--- src/rtl/key_event_gen_if.sv ---
// key_event_gen_if: bundle between the button-conditioning path and its consumers.
//   debounced_sig  : debounced button level, 1 = pressed (sync to clk)
//   repeat_en      : 1 = auto-repeat allowed
//   press_pulse    : one-cycle pulse on press
//   release_pulse  : one-cycle pulse on release
//   repeat_pulse   : one-cycle pulse per auto-repeat tick
//   held           : level, high while the button is considered held
// master drives the button level and repeat_en; slave (key_event_gen) drives the events.
interface key_event_gen_if;
    logic debounced_sig;
    logic repeat_en;
    logic press_pulse;
    logic release_pulse;
    logic repeat_pulse;
    logic held;

    modport master (
        output debounced_sig, repeat_en,
        input  press_pulse, release_pulse, repeat_pulse, held
    );

    modport slave (
        input  debounced_sig, repeat_en,
        output press_pulse, release_pulse, repeat_pulse, held
    );
endinterface

--- src/rtl/key_event_gen.sv ---
// key_event_gen: turns a debounced button level into single-cycle press,
// release and auto-repeat events, plus a registered "held" level.
// Ports:
//   clk     : system clock, rising edge
//   resetn  : asynchronous active-low reset
//   kif     : key_event_gen_if.slave (debounced_sig, repeat_en in;
//             press_pulse, release_pulse, repeat_pulse, held out)
// Parameters:
//   REPEAT_DELAY  : cycles from press pulse to first repeat pulse (>=2)
//   REPEAT_PERIOD : cycles between subsequent repeat pulses (>=2)
module key_event_gen #(
    parameter int REPEAT_DELAY  = 25000000,
    parameter int REPEAT_PERIOD = 5000000
) (
    input logic            clk,
    input logic            resetn,
    key_event_gen_if.slave kif
);
    localparam int MAX_CNT = (REPEAT_DELAY > REPEAT_PERIOD) ? REPEAT_DELAY : REPEAT_PERIOD;
    localparam int CW      = $clog2(MAX_CNT) + 1;

    localparam logic [CW-1:0] DLY_TC = CW'(REPEAT_DELAY - 1);
    localparam logic [CW-1:0] PER_TC = CW'(REPEAT_PERIOD - 1);
    localparam logic [CW-1:0] CNT_MAX = '1;

    localparam logic [1:0] IDLE   = 2'd0;
    localparam logic [1:0] DELAY  = 2'd1;
    localparam logic [1:0] REPEAT = 2'd2;

    logic [1:0]    state, state_nxt;
    logic [CW-1:0] cnt, cnt_nxt;
    logic          sig_q;
    logic          rise, fall;
    logic          press_nxt, release_nxt, repeat_nxt;
    logic          press_q, release_q, repeat_q, held_q;

    assign rise = kif.debounced_sig & ~sig_q;
    assign fall = ~kif.debounced_sig & sig_q;

    // Counter only advances while repeat_en is high; dropping repeat_en
    // parks it at 0 so re-enabling restarts the interval from scratch.
    always_comb begin
        state_nxt   = state;
        cnt_nxt     = cnt;
        press_nxt   = 1'b0;
        release_nxt = 1'b0;
        repeat_nxt  = 1'b0;
        case (state)
            IDLE: begin
                cnt_nxt = '0;
                if (rise) begin
                    press_nxt = 1'b1;
                    state_nxt = DELAY;
                end
            end
            DELAY, REPEAT: begin
                if (fall) begin
                    // release wins over a coincident terminal count
                    release_nxt = 1'b1;
                    cnt_nxt     = '0;
                    state_nxt   = IDLE;
                end else if (!kif.repeat_en) begin
                    cnt_nxt = '0;
                end else if (cnt == ((state == DELAY) ? DLY_TC : PER_TC)) begin
                    repeat_nxt = 1'b1;
                    cnt_nxt    = '0;
                    state_nxt  = REPEAT;
                end else if (cnt != CNT_MAX) begin
                    cnt_nxt = cnt + CW'(1);
                end
            end
            default: begin
                cnt_nxt   = '0;
                state_nxt = IDLE;
            end
        endcase
    end

    always_ff @(posedge clk or negedge resetn) begin
        if (!resetn) begin
            state     <= IDLE;
            cnt       <= '0;
            sig_q     <= 1'b0;
            press_q   <= 1'b0;
            release_q <= 1'b0;
            repeat_q  <= 1'b0;
            held_q    <= 1'b0;
        end else begin
            state     <= state_nxt;
            cnt       <= cnt_nxt;
            sig_q     <= kif.debounced_sig;
            press_q   <= press_nxt;
            release_q <= release_nxt;
            repeat_q  <= repeat_nxt;
            held_q    <= (state_nxt != IDLE);
        end
    end

    assign kif.press_pulse   = press_q;
    assign kif.release_pulse = release_q;
    assign kif.repeat_pulse  = repeat_q;
    assign kif.held          = held_q;
endmodule

--- src/flat_wrapper.sv ---
// flat-port wrapper written by rule: the top's interface ports become plain ports
module key_event_gen_flat 
#(
    parameter int REPEAT_DELAY  = 25000000,
    parameter int REPEAT_PERIOD = 5000000
)
  (clk, resetn, kif_debounced_sig, kif_repeat_en, kif_press_pulse, kif_release_pulse, kif_repeat_pulse, kif_held);
  key_event_gen_if kif_i ();
  input logic clk;
  input logic resetn;
  input wire logic [$bits(kif_i.debounced_sig)-1:0] kif_debounced_sig;
  input wire logic [$bits(kif_i.repeat_en)-1:0] kif_repeat_en;
  output wire logic [$bits(kif_i.press_pulse)-1:0] kif_press_pulse;
  output wire logic [$bits(kif_i.release_pulse)-1:0] kif_release_pulse;
  output wire logic [$bits(kif_i.repeat_pulse)-1:0] kif_repeat_pulse;
  output wire logic [$bits(kif_i.held)-1:0] kif_held;
  assign kif_i.debounced_sig = kif_debounced_sig;
  assign kif_i.repeat_en = kif_repeat_en;
  assign kif_press_pulse = kif_i.press_pulse;
  assign kif_release_pulse = kif_i.release_pulse;
  assign kif_repeat_pulse = kif_i.repeat_pulse;
  assign kif_held = kif_i.held;
  key_event_gen #(.REPEAT_DELAY(REPEAT_DELAY), .REPEAT_PERIOD(REPEAT_PERIOD)) u_core (.clk(clk), .resetn(resetn), .kif(kif_i));
endmodule
--- config.mk ---
export PLATFORM = sky130hd
export DESIGN_NAME = key_event_gen_flat
export DESIGN_NICKNAME = d
export VERILOG_FILES = /design/src/rtl/key_event_gen_if.sv /design/src/rtl/key_event_gen.sv /design/src/flat_wrapper.sv
export SDC_FILE = /design/constraint.sdc
export NUM_CORES = 1
export LEC_CHECK = 0
export ABC_AREA = 0
export ABC_CLOCK_PERIOD_IN_PS = 1850
export CAP_MARGIN = 25
export CORE_UTILIZATION = 50
export DETAILED_ROUTE_END_ITERATION = 8
export GPL_TIMING_DRIVEN = 0
export PLACE_DENSITY = 0.69
export SYNTH_ARGS = -nofsm -noshare
export SYNTH_HDL_FRONTEND = slang
export SYNTH_SLANG_ARGS = --single-unit
--- constraint.sdc ---
create_clock -name clk -period 1.85 [get_ports clk]
set_input_delay 0.37 -clock clk [delete_from_list [all_inputs] [get_ports clk]]
set_output_delay 0.37 -clock clk [all_outputs]
set_load 0.01 [all_outputs]
==> impl_metrics.env, run 1 <==
export IMPL_reg2reg_from="u_core.cnt[15]"
export IMPL_area_growth_pct=28.6
export IMPL_port_buffers=7
export IMPL_maxSlewHeadroom=0.506
export IMPL_max_freq_mhz=533
export IMPL_synth_nets=192
export IMPL_hold_violations=0
export IMPL_detail_route_antenna_nets=0
export IMPL_yosys_area_top_type="dfrtp_1"
export IMPL_cp_arrival_ns=2.10
export IMPL_crit_required_ns=2.08
export IMPL_synth_xor_area_frac=0.0865
export IMPL_grt_pass1_wl_mm=7.00
export IMPL_fin_crit_sh=1.01
export IMPL_stdcell_count=260
export IMPL_dpl_worst_slack_ns=-0.274
export IMPL_violations="setup timing"
export IMPL_synth_simple_area_share=0.266
export IMPL_via_per_inst=6.23
export IMPL_rows=21
export IMPL_first_pass_iters=4
export IMPL_synth_top_cells_by_area="dfrtp_1 (45%), a21oi_1 (5.8%), and4_1 (5.3%)"
export IMPL_async_reset_ff_frac=1.00
export IMPL_clock_sinks=33
export IMPL_wl_met1_mm=1.96
export IMPL_highest_layer="met4"
export IMPL_critPathKind="register to register"
export IMPL_finalSetupViolations=18
export IMPL_layout_min_cycle_time_ns=1.88
export IMPL_die_area_um2=3890
export IMPL_cts_root_buf="clkbuf_4"
export IMPL_clk_pin_slew_ns=0.11
export IMPL_synth_fa_ha_area_frac=0.0275
export IMPL_power_uw=1740
export IMPL_drv_cap=0
export IMPL_gp_congestion=0.938
export IMPL_die_x_um=62.4
export IMPL_cts_made_buffers=5
export IMPL_synthMuxAreaShare=0.00549
export IMPL_skew_ns=0.00948
export IMPL_p_leak_uw=0.000917
export IMPL_worstMarginPinSlew_ns=0.741
export IMPL_cts_hold_buffers=0
export IMPL_dp_hpwl_mm=2.73
export IMPL_maxSlewViolCount=0
export IMPL_power_density_nw_per_um2=743
export IMPL_synth_edff_count=0
export IMPL_diodes=0
export IMPL_vias=1620
export IMPL_cp_end_kind="register"
export IMPL_holdCritPathClass="input pin to async pin"
export IMPL_synth_top_cell_area_share=0.453
export IMPL_avgSynthCellArea_um2=9.90
export IMPL_multi_input_area_um2=1100
export IMPL_syn_area_um2=1820
export IMPL_wire_per_inst_um=18.0
export IMPL_dp_cells=237
export IMPL_die_y_um=62.4
export IMPL_start_util=0.533
export IMPL_path_max_fanout=6
export IMPL_critPathLaunchType="register"
export IMPL_grt_usage=0.233
export IMPL_ff2ff_path_depth=7
export IMPL_design_core_area_um2=3420
export IMPL_ys_seq_elements=33
export IMPL_synthFlopType="dfrtp_1"
export IMPL_ioPinCount=8
export IMPL_status="complete, but fails checks"
export IMPL_yosysUniqueCellTypes=42
export IMPL_route_detailed_drc=0
export IMPL_drt_iter0_drc=131
export IMPL_wl_met3_um=256
export IMPL_drt_wl_total_mm=4.68
export IMPL_clk_latency_ns=0.35
export IMPL_cts_htree_levels=2
export IMPL_vdd_ir_drop_worst_v=0.000482
export IMPL_synth_compound_area_frac=0.124
export IMPL_synth_warnings=0
export IMPL_grt_pass1_vias=1495
export IMPL_seqCellArea_um2=836
export IMPL_rsz0062_at_grt="yes"
export IMPL_dr_wl_met2_mm=2.34
export IMPL_antenna_found_initial=0
export IMPL_nFillCells=252
export IMPL_r2r_end="u_core.cnt[2]"
export IMPL_synth_cells=184
export IMPL_drive_gt1_frac=0.322
export IMPL_fin_ws_ns=-0.0256
export IMPL_tritoncts="done"
export IMPL_r2r_slack_ns=-0.03
export IMPL_grt_ovfl_total=0
export IMPL_cts_max_path_buffers=2
export IMPL_fin_nets=221
export IMPL_grt_max_degree=34
export IMPL_synth_seq_area_share=0.453
export IMPL_synth_top_family_by_area="simple AND/OR/NAND/NOR gates"
-- critical path, stage by stage, from the launching register on --
cell       delay, ns
dfrtp_1         0.45
nor4bb_2        0.38
nand3_1         0.17
a211oi_2        0.24
or2_4           0.19
buf_8           0.14
clkbuf_16       0.15
a21oi_1         0.04
-- logic make-up after synthesis --
logic type,after synthesis
multiplexers,1
XOR/XNOR,18
flip-flops,33
AND/OR/NAND/NOR,81
AO/OA/AOI/OAI,37
adder cells (fa/ha/maj),4
buffers and inverters,10
-- power breakdown --
group          internal [µW]  total, µW  switching [µW]
Sequential               757        786            28.4
Clock                    151        406             254
Combinational            295        551             256
-- layout make-up --
class	count	share of cell area
flip-flops and latches	33	0.357
well taps	46	0.0246
clock buffers	8	0.0208
repair buffers	22	0.0913
plain buffers	7	0.0342
inverters	3	0.00481
multi-input cells	141	0.468
-- routing by layer --
| layer | GRT usage | vias to the layer above |
|---|---|---|
| met1 | 0.304 | 813 |
| li1 | - | 727 |
| met4 | 0.0959 | 0 |
| met5 | 0 | - |
| met3 | 0.0607 | 18 |
| met2 | 0.365 | 62 |
-- per-stage QoR --
stage	util	setup TNS (ns)	hold WS [ns]	cell area [µm²]
2_1_floorplan	-	0	0.0744	1820
3_3_place_gp	0.571	-13.81	0.534	1950
3_5_place_dp	0.569	-5.69	0.477	1940
4_1_cts	0.612	0	0.111	2090
5_1_grt	0.686	-1.82	0.135	2340
6_report	0.686	-0.236	0.0680	2340
-- worst max path at each step --
stage	from	to	slack, ns	cells past startpoint
floorplan	u_core.state[0]	u_core.cnt[12]	0.01	8
global placement	u_core.state[0]	u_core.cnt[21]	-0.31	8
detailed placement	u_core.state[0]	u_core.cnt[13]	-0.27	8
CTS	u_core.state[0]	u_core.cnt[13]	0.01	8
global route	u_core.state[0]	u_core.cnt[16]	-0.10	8
finish	u_core.cnt[15]	u_core.cnt[2]	-0.03	7
-- cell usage after synthesis (2+ instances only) --
cell type  number
a21oi_1        21
a311oi_1        2
a31oi_1         2
and2_1          3
and3_1          4
and4_1         11
buf_4           4
buf_6           2
dfrtp_1        33
ha_1            4
inv_1           3
nand2_1        10
nand2_2         2
nand2b_1        3
nand3_1        10
nand4_1         7
nor2_1         11
nor2b_1         3
nor3_1          5
nor4bb_1        2
o21ai_0         4
or2_1           2
xnor2_1         8
xor2_1         10
-- flip-flops by register name, summed over array words and instances (netlist names) --
register / flops
u_core.kif.held: 1
u_core.state: 2
u_core.cnt: 26
u_core.kif.release_pulse: 1
u_core.sig_q: 1
u_core.kif.repeat_pulse: 1
u_core.kif.press_pulse: 1
-- layout by cell type, fill, tap and decap left out, drive strengths merged, types with 2 or more instances in the layout --
master	n
dfrtp	33
o21ai	4
a21oi	22
nor2b	3
and2	4
nand4	7
a311oi	2
clkdlybuf4s50	6
inv	3
and3	4
xnor2	8
nor4bb	2
nand2	12
and4	12
nor2	12
a31oi	2
ha	4
xor2	10
buf	21
nand3	10
clkbuf	10
nand2b	3
or2	2
nor3	5
-- what timing repair did --
action	CTS	global route
pin swaps	3	7
setup buffers	5	7
resized for setup	12	39
setup endpoints to repair	28	27
cloned	0	3
(Power assumes the default switching activity.)
==> run 2, diff against run 1 <==
--- a/config.mk
+++ b/config.mk
@@ -12,6 +12,7 @@
 export DETAILED_ROUTE_END_ITERATION = 8
 export GPL_TIMING_DRIVEN = 0
 export PLACE_DENSITY = 0.69
+export SETUP_SLACK_MARGIN = 0.5
 export SYNTH_ARGS = -nofsm -noshare
 export SYNTH_HDL_FRONTEND = slang
 export SYNTH_SLANG_ARGS = --single-unit
==> run 2 against run 1 <==
  * Cell area increased by 3.0%
  * Largest cell class unchanged
  * The flow still finishes with violations (setup timing)
  * Critical path type unchanged
  * Register-to-register slack barely moved
  * Critical endpoint is now u_core.cnt[13]
  * Clock skew down 0.0028 ns
==> impl_metrics.env, run 2 (same netlist as run 1, synthesis figures left out) <==
export IMPL_crit_required_ns=2.07
export IMPL_grt_max_degree=34
export IMPL_rsz0062_at_grt="yes"
export IMPL_violations="setup timing"
export IMPL_cts_max_path_buffers=2
export IMPL_drive_gt1_frac=0.324
export IMPL_grt_pass1_vias=1578
export IMPL_first_pass_iters=4
export IMPL_die_y_um=62.4
export IMPL_grt_ovfl_total=0
export IMPL_p_leak_uw=0.000987
export IMPL_cts_hold_buffers=0
export IMPL_max_freq_mhz=535
export IMPL_ioPinCount=8
export IMPL_skew_ns=0.00668
export IMPL_status="complete, but fails checks"
export IMPL_largest_register_ff_count=26
export IMPL_reg2reg_from="u_core.cnt[23]"
export IMPL_layout_min_cycle_time_ns=1.87
export IMPL_via_per_inst=6.12
export IMPL_fin_nets=229
export IMPL_stdcell_count=268
export IMPL_maxSlewViolCount=0
export IMPL_wl_met3_um=258
export IMPL_fin_ws_ns=-0.0193
export IMPL_tritoncts="done"
export IMPL_design_core_area_um2=3420
export IMPL_cts_root_buf="clkbuf_4"
export IMPL_route_detailed_drc=0
export IMPL_drv_cap=0
export IMPL_port_buffers=7
export IMPL_mostFrequentLayoutCell="dfrtp_1"
export IMPL_layout_common_cells="dfrtp_1 (28), buf_4 (22), a21oi_1 (17)"
export IMPL_antenna_found_initial=0
export IMPL_area_growth_pct=32.5
export IMPL_highest_layer="met4"
export IMPL_worstMarginPinSlew_ns=0.739
export IMPL_post_route_cell_area_um2=2410
export IMPL_vdd_ir_drop_worst_v=0.000348
export IMPL_clk_latency_ns=0.34
export IMPL_fin_crit_sh=1.01
export IMPL_wl_met1_mm=1.97
export IMPL_r2r_end="u_core.cnt[13]"
export IMPL_detail_route_antenna_nets=0
export IMPL_start_util=0.533
export IMPL_dp_hpwl_mm=2.69
export IMPL_cts_made_buffers=5
export IMPL_clock_sinks=33
export IMPL_cp_end_kind="register"
export IMPL_holdCritPathClass="input pin to async pin"
export IMPL_drt_wl_total_mm=4.78
export IMPL_critPathLaunchType="register"
export IMPL_ff2ff_path_depth=7
export IMPL_vias=1640
export IMPL_die_x_um=62.4
export IMPL_diodes=0
export IMPL_finalSetupViolations=13
export IMPL_drt_iter0_drc=88
export IMPL_maxSlewHeadroom=0.508
export IMPL_r2r_slack_ns=-0.02
export IMPL_rows=21
export IMPL_die_area_um2=3890
export IMPL_gp_congestion=0.878
export IMPL_hold_violations=0
export IMPL_dp_cells=237
export IMPL_power_uw=1730
export IMPL_critPathKind="register to register"
export IMPL_clk_pin_slew_ns=0.10
export IMPL_path_max_fanout=8
export IMPL_whs_ns=0.0835
export IMPL_wire_per_inst_um=17.8
export IMPL_cp_arrival_ns=2.09
export IMPL_top_register="u_core.cnt"
export IMPL_grt_pass1_wl_mm=7.42
export IMPL_cts_htree_levels=2
export IMPL_reg_top3="u_core.cnt: 26 flops, u_core.state: 2 flops"
export IMPL_power_density_nw_per_um2=718
export IMPL_setup_tns_ns=-0.0913
export IMPL_place_area_um2=1980
export IMPL_dr_wl_met2_mm=2.38
export IMPL_grt_usage=0.247
run 2: worst max path at each step:
stage | from | to | slack, ns | cells after the start
after CTS | u_core.state[0] | u_core.cnt[3] | 0.08 | 8
after global routing | u_core.state[0] | u_core.cnt[19] | -0.12 | 8
after detailed placement | kif_debounced_sig | u_core.kif.held | -0.13 | 6
after floorplan | u_core.state[0] | u_core.cnt[12] | 0.18 | 8
final | u_core.cnt[23] | u_core.cnt[13] | -0.02 | 7
after global placement | resetn | u_core.cnt[0] | -0.20 | 1
run 2: metrics by stage:
stage / worst slack [ns] / utilization
6_report: -0.0193 / 0.707
5_1_grt: -0.123 / 0.707
4_1_cts: 0.0794 / 0.659
3_5_place_dp: -0.130 / 0.579
3_3_place_gp: -0.199 / 0.581
2_1_floorplan: 0.181 / -
run 2: routing by layer:
metal | GRT usage | vias to the layer above
li1 | - | 759
met1 | 0.314 | 805
met2 | 0.394 | 61
met3 | 0.0643 | 15
met4 | 0.116 | 0
met5 | 0 | -
run 2: critical path: stages, from the launching register on:
cell	delay, ns
dfrtp_1	0.47
nor4b_2	0.37
nand3_2	0.15
a211oi_2	0.23
or2_1	0.16
buf_6	0.16
clkbuf_16	0.16
a21oi_1	0.04
run 2: layout make-up:
type | instances | area [µm²]
repair buffers | 30 | 258
well taps | 46 | 57.6
inverters | 3 | 11.3
multi-input cells | 141 | 1130
plain buffers | 7 | 78.8
flip-flops and latches | 33 | 832
fillers | 240 | 1000
clock buffers | 8 | 48.8
run 2: report_power, final:
group          leakage [µW]  internal, µW  switching (µW)  total, µW
clock             0.0000265           151             237        388
sequential         0.000445           760            34.0        794
combinational      0.000515           277             274        551
run 2: what timing repair did:
action,4_1_cts,5_1_grt
gates cloned,0,1
gates resized for setup,28,21
setup endpoints to repair,34,32
pin swaps,5,7
buffers inserted,17,5
endpoints found under the hold margin,0,0
==> run 3, diff against run 2 <==
--- a/config.mk
+++ b/config.mk
@@ -11,8 +11,10 @@
 export CORE_UTILIZATION = 50
 export DETAILED_ROUTE_END_ITERATION = 8
 export GPL_TIMING_DRIVEN = 0
+export HOLD_SLACK_MARGIN = 0.12
 export PLACE_DENSITY = 0.69
 export SETUP_SLACK_MARGIN = 0.5
+export SKIP_LAST_GASP = 1
 export SYNTH_ARGS = -nofsm -noshare
 export SYNTH_HDL_FRONTEND = slang
 export SYNTH_SLANG_ARGS = --single-unit
==> run 3 against run 2 <==
  * Clock skew increased by 0.0011 ns
  * Core utilization shrank 0.29 points
  * Die area did not move
  * Largest cell class unchanged
  * Sequential share of layout area is 0.091 points higher
  * Worst hold slack better by 0.53 ns
  * Sequential power barely moved
  * The run still ends with setup timing left
==> impl_metrics.env, run 3 (same netlist as run 1, synthesis figures left out) <==
export IMPL_status="complete, but fails checks"
export IMPL_violations="setup timing"
export IMPL_die_area_um2=3890
export IMPL_rsz0062_at_grt="yes"
export IMPL_ff2ff_path_depth=8
export IMPL_fin_nets=230
export IMPL_via_per_inst=6.06
export IMPL_route_detailed_drc=0
export IMPL_largest_register_ff_count=26
export IMPL_grt_max_degree=34
export IMPL_cts_root_buf="clkbuf_4"
export IMPL_critPathLaunchType="register"
export IMPL_layout_min_cycle_time_ns=1.88
export IMPL_mostFrequentLayoutCell="dfrtp_1"
export IMPL_nFillCells=248
export IMPL_vias=1631
export IMPL_critPathKind="register to register"
export IMPL_tritoncts="done"
export IMPL_port_buffers=7
export IMPL_crit_required_ns=2.06
export IMPL_top_register="u_core.cnt"
export IMPL_drv_cap=0
export IMPL_antenna_found_initial=0
export IMPL_cp_arrival_ns=2.09
export IMPL_cts_made_buffers=5
export IMPL_clock_sinks=33
export IMPL_fin_ws_ns=-0.0261
export IMPL_grtUsageMet3=0.0643
export IMPL_met1_usage=0.314
export IMPL_drt_wl_total_mm=4.73
export IMPL_p_leak_uw=0.000992
export IMPL_grt_pass1_vias=1584
export IMPL_gp_congestion=0.878
export IMPL_detail_route_antenna_nets=0
export IMPL_fin_crit_sh=1.01
export IMPL_power_density_nw_per_um2=718
export IMPL_wire_per_inst_um=17.6
export IMPL_finalSetupViolations=17
export IMPL_start_util=0.533
export IMPL_seqCellArea_um2=831
export IMPL_drt_iter0_drc=91
export IMPL_vdd_ir_drop_worst_v=0.000338
export IMPL_skew_ns=0.00779
export IMPL_holdCritPathClass="register to register"
export IMPL_layout_common_cells="dfrtp_1 (29), buf_4 (22), a21oi_1 (17)"
export IMPL_ioPinCount=8
export IMPL_maxSlewViolCount=0
export IMPL_power_uw=1730
export IMPL_use_met2=0.396
export IMPL_post_route_cell_area_um2=2400
export IMPL_holdPathStages=2
export IMPL_whs_ns=0.612
export IMPL_cp_slowest_cell="dfrtp_2"
export IMPL_worstMarginPinSlew_ns=0.729
export IMPL_cpPeakStageDelay_ns=0.46
export IMPL_rows=21
export IMPL_place_area_um2=1980
export IMPL_die_x_um=62.4
export IMPL_setup_tns_ns=-0.243
export IMPL_path_cells="ha_4, nor4_4, nand4_1, a211oi_2, or2_1, buf_6, clkbuf_16, a21oi_1"
export IMPL_dp_hpwl_mm=2.69
export IMPL_cts_htree_levels=2
export IMPL_reg_top3="u_core.cnt: 26 flops, u_core.state: 2 flops"
export IMPL_cts_max_path_buffers=2
export IMPL_first_pass_iters=4
export IMPL_die_y_um=62.4
export IMPL_clk_pin_slew_ns=0.10
export IMPL_grt_ovfl_total=0
export IMPL_grt_usage=0.248
export IMPL_diodes=0
export IMPL_design_core_area_um2=3420
export IMPL_cp_end_kind="register"
export IMPL_clk_latency_ns=0.33
export IMPL_path_max_fanout=8
export IMPL_multi_input_area_um2=1110
export IMPL_max_freq_mhz=533
export IMPL_grt_busiest_layer="met2"
export IMPL_hold_violations=0
export IMPL_grt_pass1_wl_mm=7.43
export IMPL_area_growth_pct=31.9
export IMPL_maxSlewHeadroom=0.514
export IMPL_drive_gt1_frac=0.314
-- run 3: cell types whose count changed in the layout (fill, tap and decap cells not counted), sizes merged --
cell,delta
dlygate4sd3,+1
-- run 3: what timing repair did --
item                                   in CTS  in global routing
hold buffers                                1                  0
setup endpoints to repair                  34                 32
gates cloned                                0                  1
pin swaps                                   5                  7
setup buffers                              17                  5
gates resized for setup                    28                 17
endpoints found under the hold margin      33                  0
-- run 3: per-stage QoR --
step,worst slack (ns),std cells,util
2_1_floorplan,0.181,184,-
3_3_place_gp,-0.199,237,0.581
3_5_place_dp,-0.130,237,0.579
4_1_cts,0.0794,263,0.662
5_1_grt,-0.124,269,0.704
6_report,-0.0261,269,0.704
-- run 3: report_power, final --
part / switching [µW] / internal (µW) / total (µW)
clock: 234 / 151 / 385
combinational: 271 / 276 / 547
sequential: 33.3 / 760 / 793
total: 538 / 1190 / 1730
-- run 3: worst max-delay path, delay by kind of cell (launching register included) --
family	cells	cell delay, ns
fa+ha+maj	1	0.18
buf+inv	2	0.31
simple gates	3	0.45
compound gates	2	0.36
flops	1	0.46
-- run 3: metal layers --
layer,wire length (µm),vias up,share of wire
met5,0,-,0
met4,168,0,0.036
met3,294,18,0.062
met2,2330,77,0.49
met1,1940,787,0.41
li1,-,749,-
-- run 3: layout make-up --
cell class / instances / area share
multi-input combinational: 141 / 0.461
clock buffer: 8 / 0.0203
timing repair buffer: 31 / 0.111
tap: 46 / 0.0239
sequential: 33 / 0.346
buffer: 7 / 0.0328
inverter: 3 / 0.00469
-- run 3: path summary, 6_finish.rpt --
kind,start,slack [ns],endpoint
setup / recovery,u_core.state[0],-0.03,u_core.cnt[13]
hold reg to reg,u_core.cnt[1],0.61,u_core.cnt[1]
max in group asynchronous,resetn,0.71,u_core.cnt[15]
setup reg to reg,u_core.state[0],-0.03,u_core.cnt[13]
min in group asynchronous,resetn,0.62,u_core.kif.repeat_pulse
hold / removal,u_core.cnt[1],0.61,u_core.cnt[1]
